==> config.mk <==
export PLATFORM = sky130hd
export DESIGN_NAME = seq_detect_prog
export DESIGN_NICKNAME = d
export VERILOG_FILES = /design/src/rtl/seq_detect_prog.sv
export SDC_FILE = /design/constraint.sdc
export NUM_CORES = 1
export LEC_CHECK = 0
export BUFFER_PORTS_ARGS = -buffer_cell sky130_fd_sc_hd__buf_2
export CORE_MARGIN = 10
export CORE_UTILIZATION = 58
export CTS_BUF_LIST = sky130_fd_sc_hd__clkbuf_2 sky130_fd_sc_hd__clkbuf_4 sky130_fd_sc_hd__clkbuf_8
export CTS_CLUSTER_DIAMETER = 40
export CTS_CLUSTER_SIZE = 12
export DETAILED_ROUTE_END_ITERATION = 7
export PLACE_DENSITY = 0.88
export SETUP_SLACK_MARGIN = 0.2
export SYNTH_ARGS = -nofsm -noshare
export SYNTH_HDL_FRONTEND = slang
export SYNTH_SLANG_ARGS = --single-unit
==> constraint.sdc <==
create_clock -name clk -period 2.9 [get_ports clk]
set_clock_uncertainty 0.15 [all_clocks]
set_input_delay 0.29 -clock clk [delete_from_list [all_inputs] [get_ports clk]]
set_output_delay 0.29 -clock clk [all_outputs]
set_load 0.02 [all_outputs]
==> src/rtl/seq_detect_prog.sv <==
// Programmable serial pattern detector: matches the last cfg_len accepted bits
// against a loaded pattern, with optional overlap and a saturating match counter.
module seq_detect_prog #(
    parameter int MAX_LEN = 8,
    parameter int LEN_W   = 4,
    parameter int CNT_W   = 8
) (
    input  logic               clk,
    input  logic               clr,
    input  logic               din_valid,
    input  logic               din,
    input  logic               cfg_we,
    input  logic [MAX_LEN-1:0] cfg_pattern,
    input  logic [LEN_W-1:0]   cfg_len,
    input  logic               cfg_overlap,
    input  logic               cnt_clr,
    output logic               dout,
    output logic [CNT_W-1:0]   match_count,
    output logic               cfg_err
);

    localparam logic [LEN_W-1:0]   LEN_MIN = LEN_W'(2);
    localparam logic [LEN_W-1:0]   LEN_MAX = LEN_W'(MAX_LEN);
    localparam logic [LEN_W-1:0]   LEN_RST = LEN_W'(4);
    localparam logic [MAX_LEN-1:0] PAT_RST = MAX_LEN'(4'b1101);

    logic [MAX_LEN-1:0] pattern_q;
    logic [LEN_W-1:0]   len_q;
    logic               overlap_q;
    logic [MAX_LEN-1:0] history_q;
    logic [LEN_W-1:0]   fill_q;

    logic               accept;
    logic               cfg_ok;
    logic               match;
    logic [MAX_LEN-1:0] hist_next;
    logic [LEN_W-1:0]   fill_inc;
    logic [MAX_LEN-1:0] len_mask;

    always_comb begin
        accept    = din_valid && !cfg_we;
        cfg_ok    = (cfg_len >= LEN_MIN) && (cfg_len <= LEN_MAX);
        hist_next = {history_q[MAX_LEN-2:0], din};
        fill_inc  = (fill_q == LEN_MAX) ? fill_q : fill_q + 1'b1;
        len_mask  = '0;
        for (int unsigned i = 0; i < MAX_LEN; i++) begin
            len_mask[i] = (i < 32'(len_q));
        end
        // Compare only the low len bits; the fill test uses the post-shift count.
        match = accept && (fill_inc >= len_q) &&
                (((hist_next ^ pattern_q) & len_mask) == '0);
    end

    always_ff @(posedge clk or posedge clr) begin
        if (clr) begin
            pattern_q <= PAT_RST;
            len_q     <= LEN_RST;
            overlap_q <= 1'b1;
        end else if (cfg_we && cfg_ok) begin
            pattern_q <= cfg_pattern;
            len_q     <= cfg_len;
            overlap_q <= cfg_overlap;
        end
    end

    always_ff @(posedge clk or posedge clr) begin
        if (clr) begin
            history_q <= '0;
            fill_q    <= '0;
        end else if (cfg_we) begin
            history_q <= '0;
            fill_q    <= '0;
        end else if (din_valid) begin
            history_q <= hist_next;
            fill_q    <= (match && !overlap_q) ? '0 : fill_inc;
        end
    end

    always_ff @(posedge clk or posedge clr) begin
        if (clr) begin
            dout        <= 1'b0;
            cfg_err     <= 1'b0;
            match_count <= '0;
        end else begin
            dout    <= match;
            cfg_err <= cfg_we && !cfg_ok;
            if (cnt_clr) begin
                match_count <= '0;
            end else if (match && (match_count != '1)) begin
                match_count <= match_count + 1'b1;
            end
        end
    end

endmodule

### Word level (Yosys, flattened, before mapping)

Cells that the tools add are included.

| storage, ports and cells | value |
|---|---|
| bits in registers | 34 |
| input port bits | 19 |
| logic and storage cells | 47 |

| cells by class | value |
|---|---|
| equality and inequality tests | 2 |
| $lt $le $gt $ge | 11 |
| $add $sub $neg | 2 |
| muxes and demuxes | 8 |
| bitwise logic cells | 2 |
| reductions and logical operators | 14 |

Operators by type and width:

| operator | number |
|---|---|
| < comparator 3 x 4 -> 1 bit, first input constant | 4 |
| 2-to-1 mux 4 bit | 4 |
| 2-to-1 mux 8 bit | 2 |
| 2-to-1 mux 7 bit | 2 |
| adder 8 x 1 -> 8 bit, second input constant | 1 |
| AND 8 bit | 1 |
| logical AND 1 bit | 8 |
| zero test 8 bit | 1 |
| < comparator 1 x 4 -> 1 bit, first input constant | 2 |
| < comparator 2 x 4 -> 1 bit, first input constant | 2 |
| != test 8 bit, second input constant | 1 |
| XOR 8 bit | 1 |
| adder 4 x 1 -> 4 bit, second input constant | 1 |
| == test 4 bit, second input constant | 1 |
| >= comparator 4 x 2 -> 1 bit, second input constant | 1 |
| >= comparator 4 bit | 1 |
| less-or-equal comparator 4 bit, second input constant | 1 |
| nonzero test 2 bit | 2 |
| zero test 1 bit | 3 |

### Logic depth before layout (Yosys ltp)

| depth | value |
|---|---|
| word-level depth | 9 |
| gate-level depth with buffers | 13 |
| gate-level depth less buffers | 12 |

### Worst setup path before layout

Ideal clock, no wire load.

| timing | value |
|---|---|
| kind | register -> register |
| start point | register fill_q[0] |
| end point | register match_count[7] |
| arrival | 2.306 ns |
| period minus slack after synthesis | 2.584 ns |
| library setup time | 0.127 ns |
| cell stages (with the launch flop) | 13 |
| slack | 0.316 ns |
| path through | dfrtp_1 > inv_1 > ha_1 > nand2_1 > nor2_1 > xnor2_1 > ha_1 > nand2b_1 > a2111o_1 > nand4_1 > nor3b_2 > nand3_1 > mux2_1 |

| between the ends | value |
|---|---|
| longest elaborated chain between the ends | 7 |
| elaborated cells on any way between the ends | 8 |
| those cells by class | 1 x add/sub; 1 x order compare; 1 x eq/ne; 1 x mux; 4 x reduce/logical |

RTL lines:

| item | RTL line | source |
|---|---|---|
| start: declaration | 31 | `logic [LEN_W-1:0] fill_q;` |
| start signal: assignment | 75 | `fill_q <= (match && !overlap_q) ? '0 : fill_inc;` |
| adder 4 x 1 -> 4 bit or == test 4 bit (tied branches) | 44 | `fill_inc = (fill_q == LEN_MAX) ? fill_q : fill_q + 1'b1;` |
| 2-to-1 mux 4 bit * | 44 |  |
| >= comparator 4 bit * | 50 | `match = accept && (fill_inc >= len_q) &&` |
| logical AND 1 bit * (2 in a row) | 50 |  |
| logical AND 1 bit * | 89 | `end else if (match && (match_count != '1)) begin` |
| nonzero test 2 bit (no source line) * | n/a |  |
| end signal: assignment | 90 | `match_count <= match_count + 1'b1;` |
| end: declaration | 18 | `output logic [CNT_W-1:0] match_count,` |

Every way passes the cells marked *; elsewhere a longest branch is shown, timed or not.
A chain may end at the register's enable or synchronous reset.

### Worst setup path after layout

| timing | value |
|---|---|
| start point | register fill_q[0] |
| end point | register fill_q[2] |

| between the ends | value |
|---|---|
| longest elaborated chain between the ends | 9 |
| elaborated cells on any way between the ends | 10 |
| those cells by class | 1 x add/sub; 1 x order compare; 1 x eq/ne; 4 x mux; 3 x reduce/logical |

RTL lines:

| item | RTL line | source |
|---|---|---|
| adder 4 x 1 -> 4 bit or == test 4 bit (tied branches) | 44 |  |
| 2-to-1 mux 4 bit * | 44 |  |
| >= comparator 4 bit | 50 |  |
| logical AND 1 bit (2 in a row) | 50 |  |
| logical AND 1 bit | 75 |  |
| 2-to-1 mux 4 bit * | 75 |  |
| 2-to-1 mux 4 bit * | 73 | `end else if (din_valid) begin` |
| 2-to-1 mux 4 bit * | 70 | `end else if (cfg_we) begin` |

Every way passes the cells marked *; elsewhere a longest branch is shown, timed or not. The select of a mux whose other input is x is not followed.

==> flow_summary.ini <==
[run_status]
status = complete, no violations

[floorplanning]
rows = 20
core_mm2 = 0.00303
initial_core_util = 0.597
die_w_um = 75.8
die_y_um = 75.8
pin_count = 29
die_area_mm2 = 0.00575

[setup_path]
start_kind = register
critPathMaxStageDelay_ns = 0.41
cp-end-kind = register
reg2reg_depth = 12
regToRegSetupSlack_ns = 0.18
r2r_start = fill_q[0]
critPathMaxFanout = 4
cp.required_ns = 2.98
path_class = register to register
r2r_end = fill_q[2]
path_cells = inv_2 > ha_4 > nand2_4 > nor2_4 > xnor2_2 > ha_1 > nand2b_4 > a2111o_1 > nand4_1 > buf_4 > or3_4 > a32o_1
crit_arrival_ns = 2.80
slowest_stage = dfrtp_1

[finish]
syn_to_final_growth_pct = 23.6
multi_input_area_um2 = 985
fin_cells = 248
num_antenna_cells = 0
nFillCells = 189
drive_gt1_frac = 0.402
nets = 229
mostFrequentLayoutCells = dfrtp_1 (29), buf_2 (28), nor2_1 (17)
final_common_cell = dfrtp_1
seqCellArea_um2 = 857

[sta]
grt_setup_unrepaired = true
min_period_ns = 2.72
drv_slew = 0
setup_tns_ns = 0
fin_crit_sh = 0.937
worstMarginPinSlew_ns = 0.505
fmax_mhz = 368
slew_headroom = 0.662
hold_viol_final = 0
setup_viol = 0

[place]
dp_cells = 232
place.gp.congestion = 0.809
dp_hpwl_um = 2660
port_buffers = 28

[clocking]
h-tree-depth = 2
cts_sinks = 34
cts_buffers = 5
clk-insertion-delay-late_ns = 0.33
cts_tree = built
cts.clk_slew.worst_paths_ns = 0.11
clockBufferDepth = 2
cts_root_buf = clkbuf_4

[grt]
antenna_found_initial = 0
grt_pass1_wl_um = 6220
grt_pass1_vias = 1340
track_usage = 0.142
grt_max_degree = 35
gr-total-overflow = 0

[pwr]
cellPowerDensity_mw_per_mm2 = 489
leakagePower_nw = 1.06
irDropWorstVdd_v = 0.000358
p_total_w = 0.00109

[detailed_routing]
drt_iter0_drc = 109
num_vias = 1314
vias_per_cell = 5.30
firstDrtPassIters = 5
routed_wirelength_um = 3840
drc = 0
wl_per_cell_um = 15.5
antenna_left = 0

[yosys]
dominantRegCellSynth = dfrtp_1
synth_cell_types = 43
synth_area_mm2 = 0.00181
syn_inst = 163
yosysWarnings = 0
synth_edf_count = 0
synth_nets = 189
async_flop_share = 1.00
synth-seq-cells = 34
ys_seq_area_frac = 0.474
syn_area_per_cell_um2 = 11.1

[min_path]
hold_path_end = pattern_q[1]
hold_class = input port to register
min_from = cfg_pattern[1]
whs_path_depth = 2

[job]
max_cap_violations = 0
==> registers in the layout, summed over array words and instances (netlist names) <==
signal	count
match_count	8
pattern_q	8
history_q	7
fill_q	4
len_q	4
cfg_err	1
dout	1
overlap_q	1
==> logic make-up (layout without fill, tap and decap cells) <==
family          Yosys count  in the layout  share of synthesized area
simple gates             49             49                      0.152
flops                    34             34                      0.474
compound gates           25             25                      0.101
mux                      22             22                      0.131
buf+inv                  14             55                     0.0353
xor+xnor                 12             12                     0.0581
fa+ha+maj                 7              7                     0.0484
==> cell usage after synthesis (all sizes together) (3+ instances only) <==
| cell type | number | share of area |
|---|---|---|
| dfrtp | 29 | 0.40 |
| mux2i | 9 | 0.050 |
| nor2 | 18 | 0.037 |
| nand2b | 3 | 0.010 |
| mux2 | 13 | 0.081 |
| nand2 | 5 | 0.010 |
| o21ai | 5 | 0.014 |
| xor2 | 3 | 0.015 |
| a21oi | 6 | 0.017 |
| nand3 | 4 | 0.011 |
| inv | 8 | 0.017 |
| dfstp | 5 | 0.073 |
| nor2b | 3 | 0.010 |
| xnor2 | 9 | 0.044 |
| clkbuf | 4 | 0.0083 |
| ha | 7 | 0.048 |
| a32o | 3 | 0.017 |
==> report_power, final <==
| part | internal (W) | leakage (nW) | switching [W] | total, W |
|---|---|---|---|---|
| combinational | 0.000112 | 0.583 | 0.0000954 | 0.000208 |
| clock | 0.000166 | 0.0446 | 0.000154 | 0.000319 |
| sequential | 0.000523 | 0.437 | 0.0000434 | 0.000566 |
| total | 0.000801 | 1.06 | 0.000292 | 0.00109 |
==> through the flow <==
stage / setup slack, ns / utilization / instance area (um2) / hold slack (ns)
floorplan: 0.316 / - / 1810 / 0.278
global placement: 0.281 / 0.658 / 1990 / 0.242
detailed placement: 0.170 / 0.658 / 1990 / 0.247
CTS: 0.208 / 0.702 / 2120 / 0.0265
global route: 0.0916 / 0.738 / 2230 / 0.0167
finish: 0.184 / 0.738 / 2230 / 0.0370
==> worst max-delay path by stage <==
stage | start | endpoint | slack [ns]
2_1_floorplan | fill_q[0] | match_count[7] | 0.32
3_3_place_gp | fill_q[0] | match_count[7] | 0.28
3_5_place_dp | fill_q[0] | match_count[7] | 0.17
4_1_cts | fill_q[0] | match_count[7] | 0.21
5_1_grt | fill_q[0] | match_count[1] | 0.09
6_report | fill_q[0] | fill_q[2] | 0.18
==> layout make-up <==
type	instances	area share
Tap cell	44	0.0246
Inverter	8	0.0134
Clock buffer	8	0.0353
Sequential cell	34	0.384
Timing Repair Buffer	39	0.102
Multi-Input combinational cell	115	0.441
==> per-layer routing <==
| metal | global-route usage | vias up | share of wire |
|---|---|---|---|
| met5 | 0 | - | 0 |
| met4 | 0.0495 | 0 | 0.013 |
| met3 | 0.0456 | 6 | 0.039 |
| met2 | 0.240 | 25 | 0.52 |
| met1 | 0.166 | 627 | 0.43 |
| li1 | - | 656 | - |
==> critical path, delay by kind of cell, from the launching register on <==
| family | cells | cell delay (ns) |
|---|---|---|
| simple gates | 5 | 0.84 |
| fa+ha+maj | 2 | 0.46 |
| flops | 1 | 0.41 |
| compound gates | 2 | 0.38 |
| buf+inv | 2 | 0.31 |
| xor+xnor | 1 | 0.08 |
==> timing repair <==
item | CTS | global route
resized for setup | 1 | 21
buffers inserted | 5 | 2
endpoints found under the setup margin | 5 | 10
hold buffers | 1 | 0
pin swaps | 2 | 11
endpoints found under the hold margin | 29 | 0
gates cloned | 0 | 0
No activity file was read; power rests on OpenSTA's default activity.
